--- config.mk ---
export PLATFORM = sky130hd
export DESIGN_NAME = binary_mul_seq
export DESIGN_NICKNAME = d
export VERILOG_FILES = /design/src/rtl/binary_mul_pkg.sv /design/src/rtl/binary_mul_step.sv /design/src/rtl/binary_mul_seq.sv
export SDC_FILE = /design/constraint.sdc
export NUM_CORES = 1
export LEC_CHECK = 0
export BUFFER_PORTS_ARGS = -buffer_cell sky130_fd_sc_hd__clkbuf_2
export CORE_UTILIZATION = 56
export CTS_CLUSTER_DIAMETER = 30
export CTS_CLUSTER_SIZE = 16
export DETAILED_ROUTE_END_ITERATION = 10
export GPL_TIMING_DRIVEN = 1
export PLACE_DENSITY_LB_ADDON = 0.25
export SYNTH_ARGS = -nofsm -noshare
export SYNTH_HDL_FRONTEND = slang
export SYNTH_SLANG_ARGS = --single-unit
export TNS_END_PERCENT = 1
--- constraint.sdc ---
create_clock -name clk -period 3.3 [get_ports clk]
set_input_delay 0.165 -clock clk [delete_from_list [all_inputs] [get_ports clk]]
set_output_delay 0.165 -clock clk [all_outputs]
set_load 0.02 [all_outputs]
--- src/rtl/binary_mul_pkg.sv ---
// rtl/binary_mul_pkg.sv - shared states and mode constants for the sequential multiplier
package binary_mul_pkg;

  localparam int MODE_UNSIGNED = 0;
  localparam int MODE_SIGNED   = 1;

  typedef enum logic [1:0] {
    IDLE = 2'd0,
    CALC = 2'd1,
    DONE = 2'd2
  } state_t;

  // Counter must be able to hold W itself, hence W+1.
  function automatic int cnt_width(input int w);
    return $clog2(w + 1);
  endfunction

endpackage

--- src/rtl/binary_mul_step.sv ---
// rtl/binary_mul_step.sv - one combinational multiply iteration (Booth or shift-add) plus shift
module binary_mul_step
  import binary_mul_pkg::*;
#(
  parameter int W           = 6,
  parameter int SIGNED_MODE = MODE_SIGNED
) (
  input  logic [W:0]   acc,
  input  logic [W-1:0] q,
  input  logic         q_m1,
  input  logic [W-1:0] a,
  output logic [W:0]   acc_nxt,
  output logic [W-1:0] q_nxt,
  output logic         q_m1_nxt
);

  logic [W:0] a_ext;
  logic [W:0] sum;
  logic       fill;

  always_comb begin
    a_ext = '0;
    sum   = acc;
    fill  = 1'b0;
    if (SIGNED_MODE == MODE_SIGNED) begin
      // One guard bit lets -2^(W-1) be negated without overflow.
      a_ext = {a[W-1], a};
      unique case ({q[0], q_m1})
        2'b01:   sum = acc + a_ext;
        2'b10:   sum = acc - a_ext;
        default: sum = acc;
      endcase
      fill = sum[W];
    end else begin
      a_ext = {1'b0, a};
      if (q[0]) sum = acc + a_ext;
      fill = 1'b0;
    end
    acc_nxt  = {fill, sum[W:1]};
    q_nxt    = {sum[0], q[W-1:1]};
    q_m1_nxt = q[0];
  end

endmodule

--- src/rtl/binary_mul_seq.sv ---
// rtl/binary_mul_seq.sv - sequential W x W multiplier with valid/ready handshakes
module binary_mul_seq
  import binary_mul_pkg::*;
#(
  parameter int W           = 6,
  parameter int SIGNED_MODE = MODE_SIGNED
) (
  input  logic           clk,
  input  logic           rst_n,
  input  logic           en,
  input  logic           in_valid,
  output logic           in_ready,
  input  logic [W-1:0]   A,
  input  logic [W-1:0]   B,
  output logic           out_valid,
  input  logic           out_ready,
  output logic [2*W-1:0] P,
  output logic           busy
);

  localparam int             CW   = cnt_width(W);
  localparam logic [CW-1:0]  LAST = CW'(W - 1);

  state_t        state, state_nxt;
  logic [CW-1:0] cnt;
  logic [W-1:0]  a_reg;
  logic [W:0]    acc;
  logic [W-1:0]  q;
  logic          q_m1;

  logic [W:0]    acc_nxt;
  logic [W-1:0]  q_nxt;
  logic          q_m1_nxt;
  logic          accept;
  logic          last_iter;

  binary_mul_step #(
    .W           (W),
    .SIGNED_MODE (SIGNED_MODE)
  ) u_step (
    .acc      (acc),
    .q        (q),
    .q_m1     (q_m1),
    .a        (a_reg),
    .acc_nxt  (acc_nxt),
    .q_nxt    (q_nxt),
    .q_m1_nxt (q_m1_nxt)
  );

  assign in_ready  = (state == IDLE) || ((state == DONE) && out_ready);
  assign out_valid = (state == DONE);
  assign busy      = (state == CALC);
  assign accept    = en && in_valid && in_ready;
  assign last_iter = (cnt == LAST);

  always_ff @(posedge clk or negedge rst_n) begin
    if (!rst_n) state <= IDLE;
    else        state <= state_nxt;
  end

  always_comb begin
    state_nxt = state;
    if (en) begin
      unique case (state)
        IDLE:    if (accept) state_nxt = CALC;
        CALC:    if (last_iter) state_nxt = DONE;
        DONE:    if (out_ready) state_nxt = in_valid ? CALC : IDLE;
        default: state_nxt = IDLE;
      endcase
    end
  end

  // Product register keeps its value through IDLE until the next DONE load.
  always_ff @(posedge clk or negedge rst_n) begin
    if (!rst_n) begin
      cnt   <= '0;
      a_reg <= '0;
      acc   <= '0;
      q     <= '0;
      q_m1  <= 1'b0;
      P     <= '0;
    end else if (en) begin
      if (accept) begin
        a_reg <= A;
        q     <= B;
        acc   <= '0;
        q_m1  <= 1'b0;
        cnt   <= '0;
      end else if (state == CALC) begin
        acc  <= acc_nxt;
        q    <= q_nxt;
        q_m1 <= q_m1_nxt;
        cnt  <= cnt + CW'(1);
        if (last_iter) P <= {acc_nxt[W-1:0], q_nxt};
      end
    end
  end

endmodule

==> results of run 1 <==
logic make-up (layout without fill, tap and decap cells):
group | Yosys count | after routing
adders and majority gates | 11 | 11
buffers and inverters | 19 | 49
DFF | 36 | 36
muxes | 3 | 3
and+or+nand+nor | 108 | 108
AOI/OAI and AO/OA | 53 | 53
xor gates and xnor gates | 6 | 6
layout make-up:
type	count	area (um2)
multi-input combinational	181	1074
clock buffer	5	37.54
timing repair buffer	33	175.2
sequential	36	900.9
clock inverter	3	42.54
inverter	8	30.03
fill	309	1099
tap	46	57.56
worst min path at each step:
stage          slack, ps       end  start  cells after the start
2_1_floorplan       -130      P[0]  rst_n                      0
3_5_place_dp         310      P[2]  rst_n                      1
6_report               5  a_reg[3]   A[3]                      3
4_1_cts              0.3  a_reg[5]   A[5]                      3
3_3_place_gp         320      P[3]  rst_n                      1
5_1_grt              0.7  a_reg[3]   A[3]                      3
layout by cell type (no fill, tap or decap), drive strengths merged, types with 4 or more instances in the layout:
master  synthesis  routed
a21oi          12      12
ha             10      10
nand3          10      10
xnor2           5       5
clkbuf          8      36
o21ai          22      22
inv             8       8
nor2           18      18
nor4            5       5
dfrtp          36      36
nand2          55      55
o21a            4       4
a31oi           5       5
nor3            4       4
a211oi          4       4
stage by stage:
step / setup WS [ps] / total power, mW / hold slack (ps) / instance area (um2)
final: 638.4 / 2.808 / 4.887 / 2317
after detailed placement: 606.5 / 2.499 / 314.1 / 2217
after global routing: 395.1 / 3.067 / 0.6691 / 2317
after global placement: 726.4 / 2.443 / 318.2 / 2217
after floorplan: 867.5 / 2.121 / -130.6 / 2049
after CTS: 601.6 / 2.807 / 0.3378 / 2307
synth_stat cells, types with 2 or more instances:
cell | number | area [um2]
nand2_1 | 55 | 206.5
dfrtp_1 | 36 | 900.9
o21ai_0 | 20 | 100.1
nor2_1 | 18 | 67.56
a21oi_1 | 12 | 60.06
ha_1 | 10 | 125.1
nand3_1 | 10 | 50.05
clkbuf_1 | 8 | 30.03
inv_1 | 8 | 30.03
a31oi_1 | 5 | 31.28
nor4_1 | 5 | 31.28
xnor2_1 | 5 | 43.79
nor3_1 | 4 | 20.02
o21a_1 | 4 | 30.03
a211oi_1 | 3 | 22.52
buf_2 | 3 | 15.01
mux2i_1 | 3 | 30.03
nor2b_1 | 3 | 18.77
a2111oi_0 | 2 | 17.52
and3_1 | 2 | 12.51
nand2b_1 | 2 | 12.51
o21ai_1 | 2 | 10.01
critical path: stages (launching register included):
cell and delay, ps:
dfrtp_1 390, inv_1 70, ha_1 280, mux2i_1 340
ha_1 290, nor2b_1 140, o31a_1 270, o21a_1 170
a2111oi_0 440, o21ai_0 150
metal layers:
layer	GRT usage	part of all wire	vias to the layer above
li1	-	-	870
met1	0.3146	0.47	821
met2	0.3723	0.47	39
met3	0.04380	0.037	10
met4	0.1047	0.020	0
met5	0	0	-
power by group:
group / switching [mW] / internal [mW] / total, mW
Combinational: 0.997 / 0.675 / 1.67
Clock: 0.152 / 0.158 / 0.310
Sequential: 0.186 / 0.642 / 0.827
==> impl_metrics.json, run 1 <==
{
  "synth_cells": 236,
  "pwr_density_cell_mw_per_mm2": 1212,
  "final_core_util": 0.6784,
  "ys_seq_elements": 36,
  "io_buffers": 31,
  "crit_start": "q_m1",
  "worst_setup_path_end_kind": "register",
  "drtAntennaViolNets": 0,
  "clock-root-buffer": "clkbuf_4",
  "start_kind": "register",
  "synth_cell_types": 38,
  "status": "complete, no violations",
  "fin_skew_ps": 9.120,
  "avgViaCountPerCell": 5.577,
  "cts_buffers": 5,
  "regToRegEndpoint": "P[10]",
  "reg2regPathDepth": 9,
  "grt-ovfl-total": 0,
  "synth_edf_count": 0,
  "synth_top_family_by_area": "simple AND/OR/NAND/NOR gates",
  "grt_pass1_vias": 1587,
  "initial_utilization": 0.6000,
  "num_rows": 21,
  "place_congestion": 0.8594,
  "hold_viol": 0,
  "drc_errors": 0,
  "synth-compound-area-share": 0.1636,
  "synthMuxAreaShare": 0.01465,
  "largest-register": "P",
  "p_leak_nw": 1.107,
  "instances_no_fill": 312,
  "synthAdderAreaFrac": 0.07082,
  "rr_startpoint": "q_m1",
  "period_needed_ps": 2662,
  "worst_skew_pair.late_latency_ps": 350,
  "yosys.area_share.simple": 0.2491,
  "clk_pin_slew_worst_paths_ps": 110,
  "synthFlopType": "dfrtp_1",
  "die_y_um": 62.50,
  "nets": 293,
  "largest_register_ff_count": 12,
  "antenna_cells": 0,
  "post_route_cells_drive_above_1_share": 0.1729,
  "routed_wl_um": 4157,
  "wire_per_inst_um": 13.32,
  "fmax_mhz": 375.7,
  "first_pass_iters": 4,
  "postCtsSetupBuffers": 0,
  "cts_sinks": 36,
  "cts_resized": 0,
  "async_reset_ff_frac": 1.000,
  "avgSynthCellArea_um2": 8.684,
  "worst_hold_path_type": "input port to register",
  "drt_iter0_markers": 96,
  "ioPinCount": 32,
  "clk_path_buf_depth": 2,
  "crit_fanout": 7,
  "reg2reg_slack_ps": 640,
  "tns_ps": 0,
  "tightest_slew_ps": 869.1,
  "vias": 1740,
  "cap_violations": 0,
  "setup.worst_path.end": "P[10]",
  "grtUsageTotal": 0.2354,
  "grt_max_degree": 37,
  "dp.cells": 302,
  "slew_violations": 0,
  "syn-cell-area_mm2": 0.002049,
  "antenna_found_initial": 0,
  "setup_violations": 0,
  "slew_headroom": 0.4190,
  "ir_drop_mv": 0.5693,
  "synth-xor-area-share": 0.02564,
  "path_class": "register to register",
  "syn2layout_area_growth_pct": 13.06,
  "cts_max_level": 2,
  "syn-num-nets": 264,
  "die_area_mm2": 0.003906,
  "rsz0062_at_grt": "false",
  "grt_pass1_wl_um": 7169,
  "ys_seq_area_frac": 0.4396,
  "dieWidth_um": 62.50,
  "cts_tree": "done",
  "hold_buffers": 1,
  "cp.arrival_ps": 2890,
  "place_hpwl_um": 3086,
  "core-area_mm2": 0.003416,
  "finalCritPeriodShare": 0.8065,
  "cp.required_ps": 3520,
  "yosysWarnings": 0
}
Note: power is estimated with default switching activity, not from simulation.
==> run 2, diff against run 1 <==
CORE_UTILIZATION = 51   (was 56)
clock period = 2.14 ns   (was 3.3 ns; I/O delays follow)
==> run 2 against run 1 <==
The flow now finishes with violations (setup timing). Via count up 8.7%. Sequential cell count unchanged. Critical path depth grew 1. Non-clock buffer count rose by 33. Die area rose by 9.5%. Clock skew is 2.7 ps lower. Cell area grew 18%. Hold slack improved by 2.8 ps. Global-route usage is 1.3 points higher. Wire length is 15% higher. Setup slack lost 800 ps. Critical path type unchanged. Critical endpoint is now acc[4]. Highest routed layer unchanged.
==> impl_metrics.json, run 2 (same netlist as run 1, synthesis figures left out) <==
{
  "status": "complete, but fails checks",
  "violations": "setup timing",
  "dpl_worst_slack_ps": -199.5,
  "final_core_util": 0.7306,
  "cp.required_ps": 2300,
  "io_buffers": 31,
  "setup_violations": 7,
  "cpPeakStageDelay_ps": 400,
  "tightest_slew_ps": 890.6,
  "final_cell_mix": "nand2_1, dfrtp_1, clkbuf_2, buf_4, o21ai_0",
  "avgViaCountPerCell": 5.465,
  "dieWidth_um": 65.39,
  "drtAntennaViolNets": 0,
  "core-area_mm2": 0.003744,
  "post_route_cells_drive_above_1_share": 0.3423,
  "slew_violations": 0,
  "clock-root-buffer": "clkbuf_8",
  "largest_register_ff_count": 12,
  "first_pass_iters": 4,
  "cap_violations": 0,
  "period_needed_ps": 2303,
  "nFillCells": 287,
  "worst_skew_pair.late_latency_ps": 290,
  "rsz0062_at_grt": "true",
  "clk_pin_slew_worst_paths_ps": 70,
  "worst_hold_path_type": "input port to register",
  "ioPinCount": 32,
  "place_congestion": 0.7920,
  "hold_ws_ps": 7.684,
  "grt-ovfl-total": 0,
  "largest-register": "P",
  "path_class": "register to register",
  "cts_buffers": 5,
  "grt_pass1_vias": 1771,
  "drc_errors": 0,
  "wire_per_inst_um": 13.79,
  "syn2layout_area_growth_pct": 33.46,
  "cts_sinks": 36,
  "die_area_mm2": 0.004276,
  "cts_max_level": 2,
  "multi_input_area_mm2": 0.001217,
  "antenna_cells": 0,
  "antenna_found_initial": 0,
  "cp.arrival_ps": 2460,
  "cts_tree": "done",
  "grtUsageTotal": 0.2482,
  "finalCritPeriodShare": 1.076,
  "worst_slack_ps": -162.8,
  "initial_utilization": 0.5475,
  "cpMaxStageDelayCell": "dfrtp_1",
  "clk_path_buf_depth": 2,
  "drt_iter0_markers": 108,
  "fmax_mhz": 434.3,
  "grt_pass1_wl_um": 7928,
  "worst_setup_path_end_kind": "register",
  "regArea_um2": 900.9,
  "final_common_cell": "nand2_1",
  "reg2reg_slack_ps": -160,
  "grt_max_degree": 37,
  "crit_fanout": 4,
  "slew_headroom": 0.4062,
  "nets": 326,
  "start_kind": "register",
  "place_hpwl_um": 3240,
  "vias": 1891,
  "die_y_um": 65.39,
  "hold_viol": 0,
  "routed_wl_um": 4772,
  "num_rows": 22,
  "fin_skew_ps": 6.386,
  "path_cells": "buf_4 -> nor3_4 -> nor2_2 -> xnor2_1 -> ha_2 -> o21a_1 -> o31a_1 -> nor4_1 -> a2111oi_2 -> o21ai_0"
}
==> run 2: cell types whose count changed in the layout (fill, tap and decap cells not counted), moves of 3 or more <==
cell and change:
buf_4 +31, clkbuf_8 +7, clkbuf_4 -5, ha_1 -4, a211oi_1 -3, a21oi_1 -3, a21oi_2 +3, inv_1 -3
inv_2 +3, o21ai_0 -3
==> run 2: worst paths after layout <==
path	start	endpoint	cells after the start
max in group asynchronous	rst_n	a_reg[4]	2
hold reg to reg	P[1]	P[1]	2
min in group asynchronous	rst_n	acc[3]	2
hold / removal	A[3]	a_reg[3]	3
setup reg to reg	a_reg[1]	acc[4]	10
setup / recovery	a_reg[1]	acc[4]	10
==> run 2: per-stage QoR <==
stage	area [um2]	setup TNS [ps]	std cells
final	2735	-593.5	346
after global routing	2735	-1606	346
after CTS	2644	-539.8	344
after detailed placement	2431	-789.9	327
after global placement	2431	-534.8	327
after floorplan	2095	-213.3	236
==> run 2: cell type report <==
class                           count  area share
Sequential cell                    36      0.3294
Clock buffer                        7     0.03522
Timing Repair Buffer               66      0.1574
Multi-Input combinational cell    181      0.4451
Inverter                            8     0.01098
Tap cell                           48     0.02196
==> run 2: what timing repair did <==
action,in CTS,in global routing
buffers inserted,8,2
hold buffers,2,0
pin swaps,6,16
cloned,0,0
resized for setup,10,16
setup endpoints to repair,8,10
endpoints found under the hold margin,37,0
==> run 2: per-layer routing <==
metal,up-vias,share of wire,global-route usage
met5,-,0,0
met4,0,0.015,0.08696
met3,7,0.041,0.05729
met2,45,0.49,0.4072
met1,906,0.45,0.3199
li1,933,-,-
==> run 2: worst max-delay path, delay by kind of cell, from the launching register on <==
kind | cells | cell delay [ps]
compound gates | 4 | 790
xor+xnor | 1 | 130
fa+ha+maj | 1 | 390
buf+inv | 1 | 160
flops | 1 | 400
simple gates | 3 | 310
Power of run 2 is not shown: default switching activity piles up to over one toggle a cycle in this logic, so the estimate is an artifact.
